**src/rtl/branch_predictor.sv**
```systemverilog
// Fetch-stage branch predictor: 2-bit saturating BHT plus tagged direct-mapped BTB,
// with EX-stage resolution producing the redirect and branch/mispredict counters.
module branch_predictor #(
    parameter int IDX_BITS = 4,
    parameter int PC_W     = 32
) (
    input  logic            clk,
    input  logic            rst,
    input  logic [PC_W-1:0] fetch_pc,
    output logic            pred_taken,
    output logic [PC_W-1:0] pred_target,
    input  logic            upd_valid,
    input  logic [PC_W-1:0] upd_pc,
    input  logic            upd_taken,
    input  logic [PC_W-1:0] upd_target,
    input  logic            upd_pred_taken,
    input  logic [PC_W-1:0] upd_pred_target,
    output logic            redirect,
    output logic [PC_W-1:0] redirect_pc,
    output logic [31:0]     br_count,
    output logic [31:0]     mp_count
);

    localparam int ENTRIES = 1 << IDX_BITS;
    localparam int TAG_W   = PC_W - IDX_BITS - 2;

    logic [1:0]         cnt_q   [ENTRIES];
    logic [ENTRIES-1:0] valid_q;
    logic [TAG_W-1:0]   tag_q   [ENTRIES];
    logic [PC_W-1:0]    tgt_q   [ENTRIES];
    logic [31:0]        br_count_q, br_count_d;
    logic [31:0]        mp_count_q, mp_count_d;

    logic [IDX_BITS-1:0] fetch_idx, upd_idx;
    logic [TAG_W-1:0]    fetch_tag, upd_tag;
    logic                hit, mispredict;
    logic [1:0]          cnt_d;
    logic                unused_fetch_lsb;

    assign fetch_idx        = fetch_pc[IDX_BITS+1:2];
    assign fetch_tag        = fetch_pc[PC_W-1:IDX_BITS+2];
    assign upd_idx          = upd_pc[IDX_BITS+1:2];
    assign upd_tag          = upd_pc[PC_W-1:IDX_BITS+2];
    assign unused_fetch_lsb = ^fetch_pc[1:0];

    // Lookup reads only registered state, so a same-cycle update is not bypassed.
    assign hit         = valid_q[fetch_idx] && (tag_q[fetch_idx] == fetch_tag);
    assign pred_taken  = hit && cnt_q[fetch_idx][1];
    assign pred_target = pred_taken ? tgt_q[fetch_idx] : '0;

    assign mispredict = upd_valid &&
                        ((upd_pred_taken != upd_taken) ||
                         (upd_taken && upd_pred_taken && (upd_target != upd_pred_target)));

    always_comb begin
        redirect    = mispredict;
        redirect_pc = '0;
        if (mispredict) begin
            redirect_pc = upd_taken ? upd_target : upd_pc + PC_W'(4);
        end
    end

    always_comb begin
        cnt_d      = cnt_q[upd_idx];
        br_count_d = br_count_q;
        mp_count_d = mp_count_q;
        if (upd_valid) begin
            br_count_d = br_count_q + 32'd1;
            if (mispredict) begin
                mp_count_d = mp_count_q + 32'd1;
            end
            if (upd_taken) begin
                if (cnt_q[upd_idx] != 2'b11) cnt_d = cnt_q[upd_idx] + 2'b01;
            end else begin
                if (cnt_q[upd_idx] != 2'b00) cnt_d = cnt_q[upd_idx] - 2'b01;
            end
        end
    end

    always_ff @(posedge clk or negedge rst) begin
        if (!rst) begin
            for (int i = 0; i < ENTRIES; i++) begin
                cnt_q[i] <= 2'b01;
            end
            valid_q    <= '0;
            br_count_q <= '0;
            mp_count_q <= '0;
        end else begin
            br_count_q <= br_count_d;
            mp_count_q <= mp_count_d;
            if (upd_valid) begin
                cnt_q[upd_idx] <= cnt_d;
                if (upd_taken) begin
                    valid_q[upd_idx] <= 1'b1;
                end
            end
        end
    end

    // Tag/target need no reset: they are only observed behind a set valid bit.
    always_ff @(posedge clk) begin
        if (upd_valid && upd_taken) begin
            tag_q[upd_idx] <= upd_tag;
            tgt_q[upd_idx] <= upd_target;
        end
    end

    assign br_count = br_count_q;
    assign mp_count = mp_count_q;

endmodule

```
**config.mk**
```make
export PLATFORM = sky130hd
export DESIGN_NAME = branch_predictor
export DESIGN_NICKNAME = d
export VERILOG_FILES = /design/src/rtl/branch_predictor.sv
export SDC_FILE = /design/constraint.sdc
export NUM_CORES = 1
export LEC_CHECK = 0
export CORE_MARGIN = 1.5
export CORE_UTILIZATION = 59
export DETAILED_ROUTE_END_ITERATION = 12
export PLACE_DENSITY = 0.77
export SYNTH_ARGS = -nofsm -noshare
export SYNTH_HDL_FRONTEND = slang
export SYNTH_SLANG_ARGS = --single-unit
```
**constraint.sdc**
```tcl
create_clock -name clk -period 5 [get_ports clk]
set_input_delay 1 -clock clk [delete_from_list [all_inputs] [get_ports clk]]
set_output_delay 1 -clock clk [all_outputs]
set_load 0.01 [all_outputs]
```
==> run summary <==
The synthesized design contains 1040 register bits. The net count of the finished layout is 2960. The minimum clock period after layout came out at 5.08 ns. The xor and xnor area share after synthesis is 0.0304, and the max-cap check violation count is 0. The first routing iteration left 3888 violations. The first detailed-routing pass ran for 6 iterations. TritonCTS built the clock tree. STA classifies the critical path startpoint as a primary input.

Setup repair after global routing could not meet its margin everywhere. Ranked by total cell area, the synthesized netlist is headed by sky130_fd_sc_hd__edfxtp_1 (65%), sky130_fd_sc_hd__mux4_2 (12%), sky130_fd_sc_hd__dfrtp_1 (5.6%). The tools report the remaining antenna violation count after routing as 0.

Clock tree synthesis inserted a total of 100 buffers. The launch instance of the worst min-delay path is valid_q[13]$_DFFE_PN0P_. Across all hold checks on the routed design, the worst slack comes to 0.468 ns. Fraction of synthesized area in multiplexers: 0.159. For hold timing, the worst endpoint is valid_q[13]$_DFFE_PN0P_.

After detailed routing, no signal wire sits above met4. The count of flip-flops with a built-in enable after synthesis came out at 928. The logs give 2423 for the net count after synthesis and 18.3 nW for the leakage power.

Combinational family with the most area after synthesis: multiplexers. The average vias per placed instance is 6.62, and the fraction of registers with async set or reset after synthesis is 0.108. The hold violation count in the final report is 0. The top cell type by total area after synthesis was sky130_fd_sc_hd__edfxtp_1. The run gives 4144 as the count of filler cells inserted in the layout. Synthesis produced a netlist whose cell count is 2283. The run finished, with violations left. The maximum clock insertion buffer count is 3, and the compound-cell area share of the yosys netlist is 0.0223. The logs give 99 for the number of cell rows and 124 mm for the overall routed net length. The setup slack of the critical path after layout was -0.0810 ns.

VDD sags by at most 283 uV. The share of final-layout standard cells stronger than drive strength 1 came out at 0.298. For the pin with the worst max-slew slack, the measured transition is 1.10 ns. Counting cells, the worst reg-to-reg path comes to 6.

The synthesized area per cell is 18.9 um2. Yosys printed 0 warnings. The run gives 197 MHz as the maximum achievable frequency. Number of cells in the design after placement: 3650. Endpoint kind of the worst setup timing path: an output port. In this run, distinct cell masters in the synthesized netlist total 72. After detailed routing, the met3 layer carries 13.9 mm of wire.

Data arrives at the worst endpoint at 4.08 ns. Reg-to-reg startpoint: cnt_q[25]$_DFFE_PN0P_. After global routing the overflow that remains totals 0.

The type of the worst min-delay path was flip-flop to flip-flop. The final max-slew violation count was 0. The tools report the total routing usage reported by global routing as 0.322. The total power divided by cell area works out to 368 nW/um2. The effective utilization at floorplan is 0.594, and the I/O pin count is 263. The endpoint identified for the worst register-to-register timing path is cnt_q[24]$_DFFE_PN1P_.

The final reports fail on setup timing. The remaining max-slew budget at the tightest pin came out at 0.268. Critical path class: primary input to output port. The clock skew after layout is 0.00945 ns, and the final clock period utilization by the worst path is 1.02.

The number of buffers added on ports came out at 260. The library cell with the highest instance count after synthesis was sky130_fd_sc_hd__edfxtp_1. After clock tree synthesis, the clock-pin slew on the worst setup and hold paths is 0.06 ns.

The run gives 4.00 ns as the data required time of the critical path. The number of antenna violations at the first check in global routing was 1. In the synthesized netlist, the cells that appear most often are sky130_fd_sc_hd__edfxtp_1 (928), sky130_fd_sc_hd__mux4_2 (236), sky130_fd_sc_hd__mux2i_1 (101), sky130_fd_sc_hd__xnor2_1 (98), sky130_fd_sc_hd__dfrtp_1 (96). Detailed placement finished with a half-perimeter wire length of 72.1 mm. The die boundary width is 274 um.

The post-placement setup slack was -0.332 ns. The finished layout holds 3859 standard cells, fillers aside. The number of remaining DRC errors was 0; the source-to-sink clock delay at the later pin of the worst-skew pair was 0.65 ns. For the sequential-to-total area share from yosys stat, the log shows 0.711. The overall die area was 74800 um2; the maximum net fanout on the critical path was 8.

The simple-gate share of the synthesized area works out to 0.0555. The routed layout has 25529 vias. For this run, the leading register cell type out of synthesis is sky130_fd_sc_hd__edfxtp_1.

The number of global-route vias before repair was 25678; the detailed-routed wire length on met2 was 61.0 mm. The worst hold path stage count works out to 1. The run gives 0.871 as the weighted congestion at the end of routability-driven global placement. The pin count of the biggest net entering global routing was 81. The logs give 3 for the count of H-tree levels built during CTS and 2.40 ns for the worst-case register-to-register setup slack.

Setup violations remaining at the end of the flow were counted as 6. The clock net in this run drives a total of 1040 sinks. The total area inside the core boundary comes to 72700 um2. The area share of the largest cell type after synthesis was 0.645. The average wire length per cell after detail routing is 32.0 um. The vertical die dimension is 274 um, and the adder and majority gate portion of the synthesized area is 0.00226. The clock root buffer is sky130_fd_sc_hd__clkbuf_16.

The area growth from synthesis to layout is 21.9%. After detailed routing, the wire length on met1 is 43.2 mm. The global-route wire length before repair was 172 mm. The run gives 43200 um2 as the mapped cell area.
## power breakdown
part	switching (mW)	leakage [nW]	internal, mW
combinational	1.05	6.98	0.936
sequential	0.168	9.76	9.74
clock	3.22	1.56	4.25
total	4.44	18.3	14.9
## cells by family (layout without fill, tap and decap cells)
| family | count (synthesis) | in the layout |
|---|---|---|
| flops | 1040 | 1040 |
| simple gates | 433 | 433 |
| mux | 378 | 378 |
| xor+xnor | 150 | 150 |
| buf+inv | 138 | 754 |
| compound gates | 136 | 136 |
| fa+ha+maj | 8 | 8 |
| other cells | 0 | 1 |
## final cells by class
class / instances / area, um2 / area share
Clock buffer: 140 / 2830 / 0.0537
Antenna cell: 1 / 2.50 / 0.0000475
Tap cell: 959 / 1200 / 0.0228
Multi-Input combinational cell: 1105 / 12000 / 0.228
Inverter: 20 / 80.1 / 0.00152
Clock inverter: 41 / 389 / 0.00739
Timing Repair Buffer: 553 / 5450 / 0.103
Sequential cell: 1040 / 30700 / 0.583
## layout by cell type, fill, tap and decap left out, types with 17 or more instances in the layout
cell                              netlist  routed
sky130_fd_sc_hd__and3_1                18      18
sky130_fd_sc_hd__xor2_1                52      51
sky130_fd_sc_hd__nand3_1               78      78
sky130_fd_sc_hd__clkbuf_1              45      26
sky130_fd_sc_hd__mux2_2                35      35
sky130_fd_sc_hd__xnor2_1               98      95
sky130_fd_sc_hd__nand2_1               82      82
sky130_fd_sc_hd__clkbuf_16              0     110
sky130_fd_sc_hd__mux4_2               236     237
sky130_fd_sc_hd__or2_2                 20      20
sky130_fd_sc_hd__o22ai_1               22      22
sky130_fd_sc_hd__nand4_1               31      31
sky130_fd_sc_hd__a21oi_1               29      28
sky130_fd_sc_hd__nor2_1                89      71
sky130_fd_sc_hd__buf_12                 4      41
sky130_fd_sc_hd__buf_4                  9     235
sky130_fd_sc_hd__mux2i_1              101      98
sky130_fd_sc_hd__nor4_2                30      27
sky130_fd_sc_hd__dlymetal6s2s_1         0      19
sky130_fd_sc_hd__dfrtp_1               96      96
sky130_fd_sc_hd__clkdlybuf4s50_1        0     205
sky130_fd_sc_hd__clkbuf_2               0      17
sky130_fd_sc_hd__edfxtp_1             928     928
## worst max-delay path: stages
cell,delay [ns]
sky130_fd_sc_hd__buf_8,0.10
sky130_fd_sc_hd__buf_6,0.15
sky130_fd_sc_hd__buf_12,0.14
sky130_fd_sc_hd__mux4_2,0.52
sky130_fd_sc_hd__mux2i_2,0.24
sky130_fd_sc_hd__xor2_1,0.31
sky130_fd_sc_hd__a22oi_1,0.16
sky130_fd_sc_hd__nor3_2,0.26
sky130_fd_sc_hd__nand4_1,0.24
sky130_fd_sc_hd__clkbuf_16,0.27
sky130_fd_sc_hd__buf_4,0.17
sky130_fd_sc_hd__buf_4,0.14
sky130_fd_sc_hd__nor4_2,0.19
sky130_fd_sc_hd__buf_2,0.16
## what timing repair did
item	CTS	global route
gates resized for setup	45	124
pin swaps	2	8
setup buffers	0	20
gates cloned	1	6
endpoints found under the setup margin	62	61
hold buffers	0	0
## metrics by stage
stage	util	cell area [um2]	power (mW)	setup TNS, ns
global placement	0.672	48800	11.9	-9.76
global route	0.724	52600	19.9	-0.671
finish	0.724	52600	19.4	-0.260
detailed placement	0.672	48800	12.0	-10.21
floorplan	-	43200	11.0	0
CTS	0.717	52100	19.3	-1.57
## state kept, by name, indices dropped and copies added (netlist names)
signal,flops
valid_q,16
br_count,32
cnt_q,32
tgt_q,512
mp_count,32
tag_q,416
## worst max path at each step
stage	startpoint	endpoint	slack [ns]	cells after the start
after floorplan	upd_valid	tag_q[0][0]$_DFFE_PP_	0.31	4
after global placement	fetch_pc[2]	pred_target[1]	-0.32	11
after detailed placement	fetch_pc[2]	pred_target[31]	-0.33	12
after CTS	fetch_pc[5]	pred_target[18]	-0.21	11
after global routing	fetch_pc[2]	pred_target[13]	-0.13	14
final	fetch_pc[2]	pred_target[15]	-0.08	14
## layer usage
| layer | vias to the layer above | global-route usage |
|---|---|---|
| met5 | - | 0 |
| met1 | 13028 | 0.427 |
| met2 | 1904 | 0.531 |
| li1 | 10303 | - |
| met4 | 0 | 0.127 |
| met3 | 294 | 0.0634 |
Note: power is estimated with default switching activity, not from simulation.
